$ cat config.mk
export PLATFORM = sky130hd
export DESIGN_NAME = if_stage
export DESIGN_NICKNAME = d
export VERILOG_FILES = /design/src/rtl/if_stage_pkg.sv /design/src/rtl/if_pc_reg.sv /design/src/rtl/if_stage.sv
export SDC_FILE = /design/constraint.sdc
export NUM_CORES = 1
export LEC_CHECK = 0
export CAP_MARGIN = 5
export CORE_MARGIN = 2
export CORE_UTILIZATION = 33
export DETAILED_ROUTE_END_ITERATION = 8
export PLACE_DENSITY = 0.88
export SLEW_MARGIN = 10
export SYNTH_ARGS = -nofsm -noshare
export SYNTH_HDL_FRONTEND = slang
export SYNTH_SLANG_ARGS = --single-unit
$ cat constraint.sdc
create_clock -name clk -period 1.7 [get_ports clk]
set_input_delay 0.34 -clock clk [delete_from_list [all_inputs] [get_ports clk]]
set_output_delay 0.34 -clock clk [all_outputs]
set_load 0.005 [all_outputs]
$ cat src/rtl/if_stage_pkg.sv
// Shared definitions for the instruction-fetch stage: word and instruction
// sizes, default PC/IMEM configuration, the per-edge fetch action and a
// saturating counter helper.
package if_stage_pkg;

  localparam int          WORD_W             = 32;
  localparam int          INSTR_BYTES        = 4;
  localparam logic [31:0] PC_RESET_DEFAULT   = 32'h0000_0000;
  localparam int          IMEM_BYTES_DEFAULT = 256;

  // What the stage does on a (non-reset) clock edge, after priority decode.
  typedef enum logic [1:0] {
    ACT_ADVANCE = 2'd0,
    ACT_FREEZE  = 2'd1,
    ACT_FLUSH   = 2'd2
  } fetch_act_e;

  // Increment that sticks at all-ones instead of wrapping.
  function automatic logic [WORD_W-1:0] sat_inc(input logic [WORD_W-1:0] v);
    return (v == '1) ? v : v + WORD_W'(1);
  endfunction

endpackage

$ cat src/rtl/if_pc_reg.sv
// Program counter register: synchronous active-high reset, parallel load
// (branch redirect) that beats the load enable, and a load enable that
// is dropped by the hazard freeze.
module if_pc_reg
  import if_stage_pkg::*;
#(
  parameter int                ADDR_W    = 32,
  parameter logic [ADDR_W-1:0] RESET_VAL = '0
) (
  input  logic              clk,
  input  logic              rst,
  input  logic              i_load_en,
  input  logic [ADDR_W-1:0] i_next_val,
  input  logic              i_pload,
  input  logic [ADDR_W-1:0] i_pload_val,
  output logic [ADDR_W-1:0] o_pc
);

  logic [ADDR_W-1:0] r_pc;

  // PC update: reset > parallel load > enabled advance > hold.
  always_ff @(posedge clk) begin
    // NOTE: state registers use non-blocking assignments so every flop
    // samples pre-edge values regardless of process ordering.
    if (rst) begin
      r_pc <= RESET_VAL;
    end else if (i_pload) begin
      r_pc <= i_pload_val;
    end else if (i_load_en) begin
      r_pc <= i_next_val;
    end
  end

  assign o_pc = r_pc;

endmodule

$ cat src/rtl/if_stage.sv
// Instruction-fetch stage: owns the PC, drives the combinational
// instruction memory address and fills the IF/ID pipeline register.
// Optional build macro IF_PERF_CNT_EN adds saturating fetch/stall/flush
// performance counters.
module if_stage
  import if_stage_pkg::*;
#(
  parameter int                ADDR_W     = 32,
  parameter logic [ADDR_W-1:0] PC_RESET   = ADDR_W'(PC_RESET_DEFAULT),
  parameter int                IMEM_BYTES = IMEM_BYTES_DEFAULT
) (
  input  logic              clk,
  input  logic              rst,
  input  logic              freeze,
  input  logic              branch_taken,
  input  logic [ADDR_W-1:0] branch_addr,
  output logic [ADDR_W-1:0] imem_addr,
  input  logic [WORD_W-1:0] imem_instr,
  output logic [ADDR_W-1:0] id_pc,
  output logic [WORD_W-1:0] id_instr,
  output logic              id_valid
`ifdef IF_PERF_CNT_EN
  ,
  output logic [WORD_W-1:0] fetch_cnt,
  output logic [WORD_W-1:0] stall_cnt,
  output logic [WORD_W-1:0] flush_cnt
`endif
);

  // IMEM_BYTES is a power of two, so "mod IMEM_BYTES" is a bit mask.
  localparam logic [ADDR_W-1:0] ADDR_MASK  = ADDR_W'(IMEM_BYTES - 1);
  localparam logic [ADDR_W-1:0] ALIGN_MASK = ~ADDR_W'(INSTR_BYTES - 1);

  logic [ADDR_W-1:0] w_pc;
  logic [ADDR_W-1:0] w_pc_next;
  logic [ADDR_W-1:0] w_branch_pc;
  fetch_act_e        w_act;

  logic [ADDR_W-1:0] r_id_pc;
  logic [WORD_W-1:0] r_id_instr;
  logic              r_id_valid;

  assign w_pc_next   = (w_pc + ADDR_W'(INSTR_BYTES)) & ADDR_MASK;
  assign w_branch_pc = branch_addr & ALIGN_MASK & ADDR_MASK;

  // Priority decode of the edge action: branch beats freeze beats advance.
  always_comb begin
    // NOTE: default first so every path assigns w_act and no latch forms.
    w_act = ACT_ADVANCE;
    if (branch_taken) begin
      w_act = ACT_FLUSH;
    end else if (freeze) begin
      w_act = ACT_FREEZE;
    end
  end

  if_pc_reg #(
    .ADDR_W    (ADDR_W),
    .RESET_VAL (PC_RESET)
  ) u_pc_reg (
    .clk         (clk),
    .rst         (rst),
    .i_load_en   (!freeze),
    .i_next_val  (w_pc_next),
    .i_pload     (branch_taken),
    .i_pload_val (w_branch_pc),
    .o_pc        (w_pc)
  );

  assign imem_addr = w_pc;

  // IF/ID pipeline register: capture on advance, clear on flush, hold on freeze.
  always_ff @(posedge clk) begin
    if (rst) begin
      r_id_pc    <= '0;
      r_id_instr <= '0;
      r_id_valid <= 1'b0;
    end else begin
      case (w_act)
        ACT_FLUSH: begin
          r_id_pc    <= '0;
          r_id_instr <= '0;
          r_id_valid <= 1'b0;
        end
        ACT_ADVANCE: begin
          r_id_pc    <= w_pc_next;
          r_id_instr <= imem_instr;
          r_id_valid <= 1'b1;
        end
        default: ;
      endcase
    end
  end

  assign id_pc    = r_id_pc;
  assign id_instr = r_id_instr;
  assign id_valid = r_id_valid;

`ifdef IF_PERF_CNT_EN
  logic [WORD_W-1:0] r_fetch_cnt;
  logic [WORD_W-1:0] r_stall_cnt;
  logic [WORD_W-1:0] r_flush_cnt;

  // Saturating event counters, one per edge action.
  always_ff @(posedge clk) begin
    if (rst) begin
      r_fetch_cnt <= '0;
      r_stall_cnt <= '0;
      r_flush_cnt <= '0;
    end else begin
      case (w_act)
        ACT_ADVANCE: r_fetch_cnt <= sat_inc(r_fetch_cnt);
        ACT_FREEZE:  r_stall_cnt <= sat_inc(r_stall_cnt);
        ACT_FLUSH:   r_flush_cnt <= sat_inc(r_flush_cnt);
        default: ;
      endcase
    end
  end

  assign fetch_cnt = r_fetch_cnt;
  assign stall_cnt = r_stall_cnt;
  assign flush_cnt = r_flush_cnt;
`endif

endmodule
==> impl_summary.log <==
INFO  metric status = complete, no violations
INFO  metric grt_pass1_wl = 7.30 mm
INFO  metric crit_path_setup_slack_layout = 0.0711 ns
INFO  metric number_of_antenna_violations_at_the_first_check_in_global_routing = 0
INFO  metric max_cap_viol_count = 0
INFO  metric number_of_failing_hold_endpoints_at_the_final_stage = 0
INFO  metric min_period_over_period = 95.8%
INFO  metric syn-instance-count = 223
INFO  metric timing.critical_path.from_type = register
INFO  metric postLayoutCoreUtil = 47.6%
INFO  metric yosys.cell_count.top_type = sky130_fd_sc_hd__buf_4
INFO  metric largest_area_contributor_in_the_netlist = sky130_fd_sc_hd__dfxtp_1
INFO  metric placement.io_buffers = 86
INFO  metric layout-area-overhead-vs-synth = 41.9%
INFO  metric clock_tree.htree_level_count = 2
INFO  metric crit_required = 1.36 ns
INFO  metric cp.arrival = 1.29 ns
INFO  metric io-pin-count = 165
INFO  metric asyncSetResetFlopFracSynth = 0%
INFO  metric pwr_per_cell_area = 784 nW/um^2
INFO  metric avg_synthesized_cell_area = 9.44 sq um
INFO  metric layout-drive-gt1-share = 5.13%
INFO  metric fin_setup_tns = 0 ns
INFO  metric count_of_warnings_emitted_by_yosys = 0
INFO  metric vias_in_the_first_global_route = 1,644
INFO  metric worstPathBufferInverterCount = 1
INFO  metric finish.instance_area = 2990 sq um
INFO  metric critical_path_s_top_delay_family = buffers and inverters
INFO  metric path_max_fanout = 5
INFO  metric worst_hold_startpoint = id_valid
INFO  metric endpoint_kind = output pin
INFO  metric hold_path_depth = 2
INFO  metric synth_top_area_cells = sky130_fd_sc_hd__dfxtp_1 43%, sky130_fd_sc_hd__buf_4 19%, sky130_fd_sc_hd__mux2i_1 16%, sky130_fd_sc_hd__nor2_1 7.1%, sky130_fd_sc_hd__a21oi_1 1.7%
INFO  metric path_class = reg -> out
INFO  metric initial_core_util = 33.5%
INFO  metric die-height = 83.9 um
INFO  metric cts.repair_timing.setup_buffer_count = 0
INFO  metric hpwl_after_dpl = 3.39 mm
INFO  metric globalRoute.totalOverflow = 0
INFO  metric core-area = 6280 sq um
INFO  metric commonest_cells_in_the_netlist = 54 x sky130_fd_sc_hd__buf_4, 45 x sky130_fd_sc_hd__dfxtp_1, 40 x sky130_fd_sc_hd__nor2_1
INFO  metric timing.rr.end = u_pc_reg.o_pc[6]
INFO  metric path_cells = clkdlybuf4s50_1
INFO  metric final-setup-viol-count = 0
INFO  metric die-width = 83.9 um
INFO  metric place_worst_setup_slack = 0.180 ns
INFO  metric avgRoutedWirePerCell = 11.4 um
INFO  metric unrepaired_setup_endpoints_after_global_routing = false
INFO  metric vias = 1,654
INFO  metric post_drt_antenna_nets = 0
INFO  metric fillCellCount = 604
INFO  metric cts_hold_repair.buffers = 0
INFO  metric post_dp_cell_area = 2870 sq um
INFO  metric die_outline_area = 7040 sq um
INFO  metric critical-path-max-stage-delay = 0.54 ns
INFO  metric drc_viols = 0
INFO  metric post_cts_clock_slew_at_the_launch_and_capture_registers_of_the_worst_setup_and_hold_paths = 0.08 ns
INFO  metric clockBufferDepth = 2
INFO  metric flip_flop_cell_with_the_highest_count_after_synthesis = sky130_fd_sc_hd__dfxtp_1
INFO  metric count_of_flip_flops_with_a_built_in_enable_after_synthesis = 0
INFO  metric cts_inserted_buffers = 5
INFO  metric gpl.final_weighted_congestion = 0.816
INFO  metric antenna_diode_count = 0
INFO  metric maxSlewViolCount = 0
INFO  metric finish.net_count = 380
INFO  metric count_of_distinct_cell_types_in_the_synthesized_netlist = 29
INFO  metric dr.first_iter.drc_count = 27
INFO  metric netlist_area = 2110 sq um
INFO  metric clock_sinks = 45
INFO  metric cts_root_buffer = sky130_fd_sc_hd__clkbuf_8
INFO  metric startpoint = u_pc_reg.o_pc[5]
INFO  metric wirelength = 4.44 mm
INFO  metric clock_skews = 0.00331 ns
INFO  metric r2r_setup_slack = 0.19 ns
INFO  metric cell_depth_of_the_worst_flop_to_flop_path = 4
INFO  metric first_pass_iters = 4
INFO  metric fmax = 0.614 GHz
INFO  metric grt_usage = 12.8%
INFO  metric cts_tree = yes
INFO  metric placementRows = 29
INFO  metric postCtsResizedCells = 0
INFO  metric hold_path_end = id_valid
INFO  metric static-leakage-power = 1.29 nW
INFO  metric kind_of_path_behind_the_tightest_hold_check = reg -> reg
INFO  metric synth-seq-area-share = 42.8%
INFO  metric crit-reg2reg-launch = u_pc_reg.o_pc[2]
INFO  metric clock_period_minus_final_worst_setup_slack = 1.63 ns
INFO  metric ys_ff_latch = 45
INFO  metric routed_vias_inst = 4.25
INFO  metric critical_path.slowest_cell = sky130_fd_sc_hd__clkdlybuf4s50_1
INFO  metric worst_skew_pair.late_latency = 0.29 ns
INFO  metric grt_max_degree = 40
INFO  metric vdd.ir_drop.worst = 0.556 mV
INFO  metric synth.top_cell.area_share = 42.8%
==> area by class of cell <==
type | count | area (sq um) | share of cell area (%)
inverter | 4 | 15.0 | 0.502
multi-input combinational | 164 | 937 | 31.4
clock inverter | 2 | 37.5 | 1.26
timing repair buffer | 91 | 918 | 30.7
clock buffer | 6 | 82.6 | 2.76
sequential | 45 | 902 | 30.2
tap | 77 | 96.3 | 3.22
==> layer usage <==
metal / part of all wire, % / GRT usage [%]
met1: 41 / 14.4
met5: 0 / 0
met4: 0.83 / 3.81
met3: 9.9 / 6.03
met2: 48 / 21.5
==> sequential cells by signal, indices dropped and copies added (netlist names) <==
register,count
u_pc_reg.o_pc,6
id_instr,32
id_pc,6
id_valid,1
==> how the worst max path moves through the flow <==
stage                            end  slack, ns  cells past startpoint
finish                  imem_addr[5]       0.07                      1
global route            imem_addr[2]       0.02                      1
CTS                     imem_addr[4]       0.02                      1
detailed placement  u_pc_reg.o_pc[6]       0.18                      5
global placement    u_pc_reg.o_pc[6]       0.23                      5
floorplan           u_pc_reg.o_pc[6]       0.38                      4
==> placed cells by master (no fill, tap or decap), types with 2 or more instances in the layout <==
master and instances:
sky130_fd_sc_hd__inv_1 4, sky130_fd_sc_hd__buf_12 2, sky130_fd_sc_hd__xor2_1 4, sky130_fd_sc_hd__a211oi_1 3, sky130_fd_sc_hd__nand2_1 2, sky130_fd_sc_hd__conb_1 52, sky130_fd_sc_hd__clkbuf_8 6, sky130_fd_sc_hd__o21bai_1 3
sky130_fd_sc_hd__clkdlybuf4s50_1 85, sky130_fd_sc_hd__buf_4 3, sky130_fd_sc_hd__nor3_1 2, sky130_fd_sc_hd__nor2b_1 2, sky130_fd_sc_hd__or3_1 2, sky130_fd_sc_hd__dfxtp_1 44, sky130_fd_sc_hd__mux2i_1 33, sky130_fd_sc_hd__a21oi_1 7
sky130_fd_sc_hd__o21ai_0 3, sky130_fd_sc_hd__nor2_1 40
==> worst reg2reg max path, delay by kind of cell (launching register included) <==
| kind | cells | cell delay, ns |
|---|---|---|
| AO/OA/AOI/OAI | 1 | 0.27 |
| AND/OR/NAND/NOR | 2 | 0.43 |
| flip-flops | 1 | 0.44 |
| adder cells (fa/ha/maj) | 1 | 0.27 |
==> cell families (layout without fill, tap and decap cells) <==
group	count (synthesis)	count (layout)	share of synthesized area, %
DFF	45	45	42.8
other	1	52	0.178
adders and majority gates	1	1	0.594
and+or+nand+nor	53	53	10.9
xor gates and xnor gates	5	5	2.08
buffers and inverters	65	103	21.8
muxes	33	33	15.7
AOI/OAI and AO/OA	20	20	6.00
==> power by group <==
| group | internal (mW) | switching, mW | leakage (nW) |
|---|---|---|---|
| Sequential | 1.10 | 0.0328 | 0.368 |
| Clock | 0.478 | 0.370 | 0.0574 |
| Combinational | 0.221 | 0.145 | 0.868 |
| Total | 1.80 | 0.548 | 1.29 |
==> through the flow <==
| step | hold WS, ns | std cells | power, mW |
|---|---|---|---|
| after floorplan | 0.409 | 274 | 1.39 |
| after global placement | 0.433 | 381 | 1.51 |
| after detailed placement | 0.450 | 381 | 1.52 |
| after CTS | 0.462 | 389 | 2.38 |
| after global routing | 0.478 | 389 | 2.47 |
| final | 0.456 | 389 | 2.34 |
Power figures use the tool's default switching activity.
